### src/rtl/imem_loader.sv
// Instruction-memory loader: parses framed program images from a host byte stream,
// writes them into instruction memory and holds the core in reset until a verified image is present.
module imem_loader #(
    parameter int          ADDR_W    = 8,
    parameter logic [7:0]  SYNC_BYTE = 8'hA5,
    parameter int          TIMEOUT   = 1024
) (
    input  logic              clk,
    input  logic              reset,
    input  logic [7:0]        in_data,
    input  logic              in_valid,
    output logic              in_ready,
    output logic              imem_we,
    output logic [ADDR_W-1:0] imem_addr,
    output logic [7:0]        imem_wdata,
    output logic              cpu_reset,
    output logic              load_done,
    output logic              load_err
);

    typedef enum logic [2:0] {
        IDLE,
        LEN,
        DATA,
        CSUM,
        DONE,
        ERR
    } state_t;

    localparam int TMO_W = $clog2(TIMEOUT + 1);

    state_t           state, state_next;
    logic [7:0]       len_q, len_next;
    logic [7:0]       count, count_next;
    logic [7:0]       sum, sum_next;
    logic [TMO_W-1:0] tmo, tmo_next;
    logic             write_next;
    logic             accept;
    logic             timed_out;
    logic [7:0]       csum_total;

    assign accept     = in_valid && in_ready;
    assign timed_out  = (tmo == TMO_W'(TIMEOUT - 1));
    assign csum_total = sum + in_data;

    // NOTE: every variable driven here gets a default first so no path leaves one unassigned (no latches).
    always_comb begin
        state_next = state;
        len_next   = len_q;
        count_next = count;
        sum_next   = sum;
        tmo_next   = '0;
        write_next = 1'b0;

        case (state)
            IDLE: begin
                if (accept && in_data == SYNC_BYTE) state_next = LEN;
            end
            LEN: begin
                if (accept) begin
                    if (in_data == 8'd0) begin
                        state_next = ERR;
                    end else begin
                        len_next   = in_data;
                        count_next = 8'd0;
                        sum_next   = 8'd0;
                        state_next = DATA;
                    end
                end
            end
            DATA: begin
                if (accept) begin
                    write_next = 1'b1;
                    count_next = count + 8'd1;
                    sum_next   = csum_total;
                    if (count == len_q - 8'd1) state_next = CSUM;
                end
            end
            CSUM: begin
                if (accept) state_next = (csum_total == 8'd0) ? DONE : ERR;
            end
            DONE, ERR: begin
                if (accept && in_data == SYNC_BYTE) state_next = LEN;
            end
            default: state_next = IDLE;
        endcase

        // A stalled host inside a frame aborts it; the counter stays idle outside frames.
        if (state == LEN || state == DATA || state == CSUM) begin
            if (accept) begin
                tmo_next = '0;
            end else if (timed_out) begin
                state_next = ERR;
                tmo_next   = '0;
            end else begin
                tmo_next = tmo + TMO_W'(1);
            end
        end
    end

    // NOTE: sequential state uses non-blocking assignments so all flops update together on the edge.
    always_ff @(posedge clk) begin
        if (reset) begin
            state      <= IDLE;
            len_q      <= 8'd0;
            count      <= 8'd0;
            sum        <= 8'd0;
            tmo        <= '0;
            in_ready   <= 1'b0;
            imem_we    <= 1'b0;
            imem_addr  <= '0;
            imem_wdata <= 8'd0;
            cpu_reset  <= 1'b1;
            load_done  <= 1'b0;
            load_err   <= 1'b0;
        end else begin
            state     <= state_next;
            len_q     <= len_next;
            count     <= count_next;
            sum       <= sum_next;
            tmo       <= tmo_next;
            in_ready  <= 1'b1;
            imem_we   <= write_next;
            if (write_next) begin
                imem_addr  <= ADDR_W'(count);
                imem_wdata <= in_data;
            end
            // Status flags follow the next state so cpu_reset rises on the edge leaving DONE.
            cpu_reset <= (state_next != DONE);
            load_done <= (state_next == DONE);
            load_err  <= (state_next == ERR);
        end
    end

endmodule
### config.mk
export PLATFORM = sky130hd
export DESIGN_NAME = imem_loader
export DESIGN_NICKNAME = d
export VERILOG_FILES = /design/src/rtl/imem_loader.sv
export SDC_FILE = /design/constraint.sdc
export NUM_CORES = 1
export LEC_CHECK = 0
export BUFFER_PORTS_ARGS = -buffer_cell sky130_fd_sc_hd__buf_2
export CORE_ASPECT_RATIO = 1.25
export CORE_UTILIZATION = 40
export CTS_CLUSTER_DIAMETER = 120
export CTS_CLUSTER_SIZE = 20
export DETAILED_ROUTE_END_ITERATION = 16
export PLACE_DENSITY = 0.58
export SLEW_MARGIN = 10
export SYNTH_ARGS = -nofsm -noshare
export SYNTH_HDL_FRONTEND = slang
export SYNTH_SLANG_ARGS = --single-unit
### constraint.sdc
create_clock -name clk -period 5.8 [get_ports clk]
set_clock_uncertainty 0.15 [all_clocks]
set_input_delay 1.16 -clock clk [delete_from_list [all_inputs] [get_ports clk]]
set_output_delay 1.16 -clock clk [all_outputs]
set_load 0.005 [all_outputs]
==> run metrics <==
Max Freq=294 MHz; max-cap viol count=0; Hold Violations, Final=0; RR Startpoint=sum[0]; run status=finished clean; setup_tns=0 ns; CTS Root Cell=clkbuf_8; Inst Count DP=440; Rows=33; Pleak=1.22 nW; kind of critical path=input port to flop; Initial DRC Count=73; hold path start=tmo[0]; register area=1180 sq um; fill cell count=674; Chip Width=76.4 um; routability cong.=0.841; syn nets=358; measured slew at the worst slew-check pin=0.958 ns; CTS tree=yes; HPWL Detailed=4.22 mm; area growth from synthesis to layout=15.1%; pwr/cell area=255 nW/um^2; Worst-Skew Late Latency=0.34 ns; syn avg cell area=8.23 sq um; grt total ovfl=0; layout cell share with drive strength beyond 1=0.146; Synth cell types=47; max-slew violation count=0; first-pass GRT wire length=10.1 mm; Synth Register Bits=59; DR WL/cell=13.2 um; # port buffers=31; Startpoint Class=input port; Final Cycle Share=0.587; r2r setup slk=3.05 ns; VDD IR max=0.000156 V; Reg2Reg Capture Point=load_done; post-route insts no fill=456; post-route ant nets=0; RSZ-0062 raised after global routing=false; vias in the first global route=2184; worst hold-check path type=flop to flop; number of remaining DRC errors=0; Post-Synthesis Cells=336; largest net degree at the start of global routing=41; post-cts resize count=0; hold_buf cts=0; footprint of the multi-input gates=1500 sq um; Initial Util=0.419; top_reg_cell synth=dfxtp_1; Crit path required time=5.93 ns; Hold Crit Depth=1; Final nets=386; TritonCTS Buffers=9; DR vias/cell=5.12; post-layout minimum cycle time=3.41 ns; # diodes=0; Core ar.=6610 sq um; minimum hold slack=0.297 ns; I/O pin count=32; vias=2336; Final setup viols=0; CTS max path bufs=2; H-tree Lvls=3; async set or reset register ratio after synthesis=0; Critical Path AT=3.53 ns; worst-path maximum fanout=5; die area=7250 sq um; Crit. End Element=flop; post-CTS setup buffer count=0; Detailed Route WL=6.04 mm; # clock sinks=59; Post-Synthesis Cell Area=2770 sq um; clk slew on worst S/H paths=0.07 ns; GRT Total Usage=0.181; DRT Pass-1 Iters=4; Hold Path End=tmo[0]; Seq/Total Area, Yosys=0.427; chip height=95.0 um; Reg2Reg Depth=8; initial antenna violation count=0; Post-synth EDFFs=0; max_slew headroom=0.361; Synth Warn #=0
## cell usage after synthesis (all sizes together) (3+ instances only)
master / count / area [sq um]
dfxtp: 59 / 1180
a211oi: 6 / 55.1
nor3: 3 / 15.0
clkbuf: 12 / 45.0
a31oi: 3 / 18.8
or3: 3 / 18.8
nor2: 34 / 128
buf: 3 / 12.5
o21ai: 5 / 25.0
a21oi: 38 / 190
xnor2: 11 / 96.3
and3: 6 / 37.5
or4: 3 / 26.3
ha: 10 / 125
xor2: 17 / 149
nand3: 15 / 75.1
nand2: 65 / 244
inv: 6 / 22.5
nand4: 7 / 43.8
## cell usage in the layout (no fill, tap or decap), types with 2 or more instances in the layout
master and n:
or4_1 2, and3_1 6, o31ai_1 2, nor2_1 34, nor3_1 3, a31oi_1 3, nand2b_1 2, nand3_1 15
clkinv_4 2, o21ai_1 3, o21bai_1 2, nand4_1 7, dfxtp_1 59, ha_1 10, a21o_1 2, clkbuf_8 10
buf_2 31, xnor2_1 11, a211oi_1 4, or3_1 3, a211oi_2 2, nand2_1 65, inv_1 6, clkinv_2 2
a21oi_1 38, o21ai_0 2, nor2b_1 2, xor2_1 17, nor3b_1 2
## worst max-delay path, cell delays in order
cell and delay [ns]:
buf_2 0.13, ha_1 0.22, fa_1 0.40, a211oi_1 0.31, nor2_1 0.10, xor2_1 0.16
or3_1 0.38, o31ai_1 0.43, and3_1 0.23
## sequential cells by signal, indices dropped and copies added, names as in the netlist, 3 cells and up
register    flops
sum             8
count           8
len_q           8
state           3
imem_wdata      8
imem_addr       8
tmo            11
## through the flow
stage | utilization | setup slack (ns) | power, mW | cell area, sq um
finish | 0.482 | 2.39 | 0.811 | 3180
floorplan | - | 2.47 | 0.428 | 2770
global route | 0.482 | 2.29 | 0.841 | 3180
detailed placement | 0.451 | 2.03 | 0.439 | 2980
CTS | 0.482 | 2.40 | 0.823 | 3180
global placement | 0.451 | 2.10 | 0.439 | 2980
## worst max-delay path by stage
stage / slack, ns / from / end
final: 2.39 / in_data[0] / load_done
after global routing: 2.29 / in_data[0] / load_done
after CTS: 2.40 / in_data[0] / load_done
after detailed placement: 2.03 / in_data[0] / load_done
after global placement: 2.10 / in_data[0] / state[0]
after floorplan: 2.47 / in_data[0] / load_done
## area by class of cell
class                   count  share of cell area
well taps                  87              0.0342
repair buffers             32              0.0511
flip-flops and latches     59               0.371
inverters                   6             0.00708
clock inverters             6              0.0204
clock buffers              10              0.0433
multi-input cells         256               0.473
## report_power, final
group,internal (mW),leakage [nW],total [mW],switching (mW)
clock,0.210,0.102,0.381,0.171
combinational,0.00736,0.645,0.0242,0.0168
sequential,0.405,0.475,0.406,0.000360
total,0.622,1.22,0.811,0.189
## cells by family (layout without fill, tap and decap cells)
logic type / after synthesis / in the layout / share of synthesized area
simple gates: 149 / 149 / 0.247
compound gates: 66 / 66 / 0.148
flops: 59 / 59 / 0.427
xor+xnor: 28 / 28 / 0.0887
buf+inv: 21 / 54 / 0.0290
fa+ha+maj: 11 / 11 / 0.0525
mux: 2 / 2 / 0.00769
## metal layers
metal  part of all wire  track usage
met1               0.45        0.208
met3              0.032       0.0493
met5                  0            0
met4              0.019       0.0978
met2               0.50        0.309
Note: power is estimated with default switching activity, not from simulation.
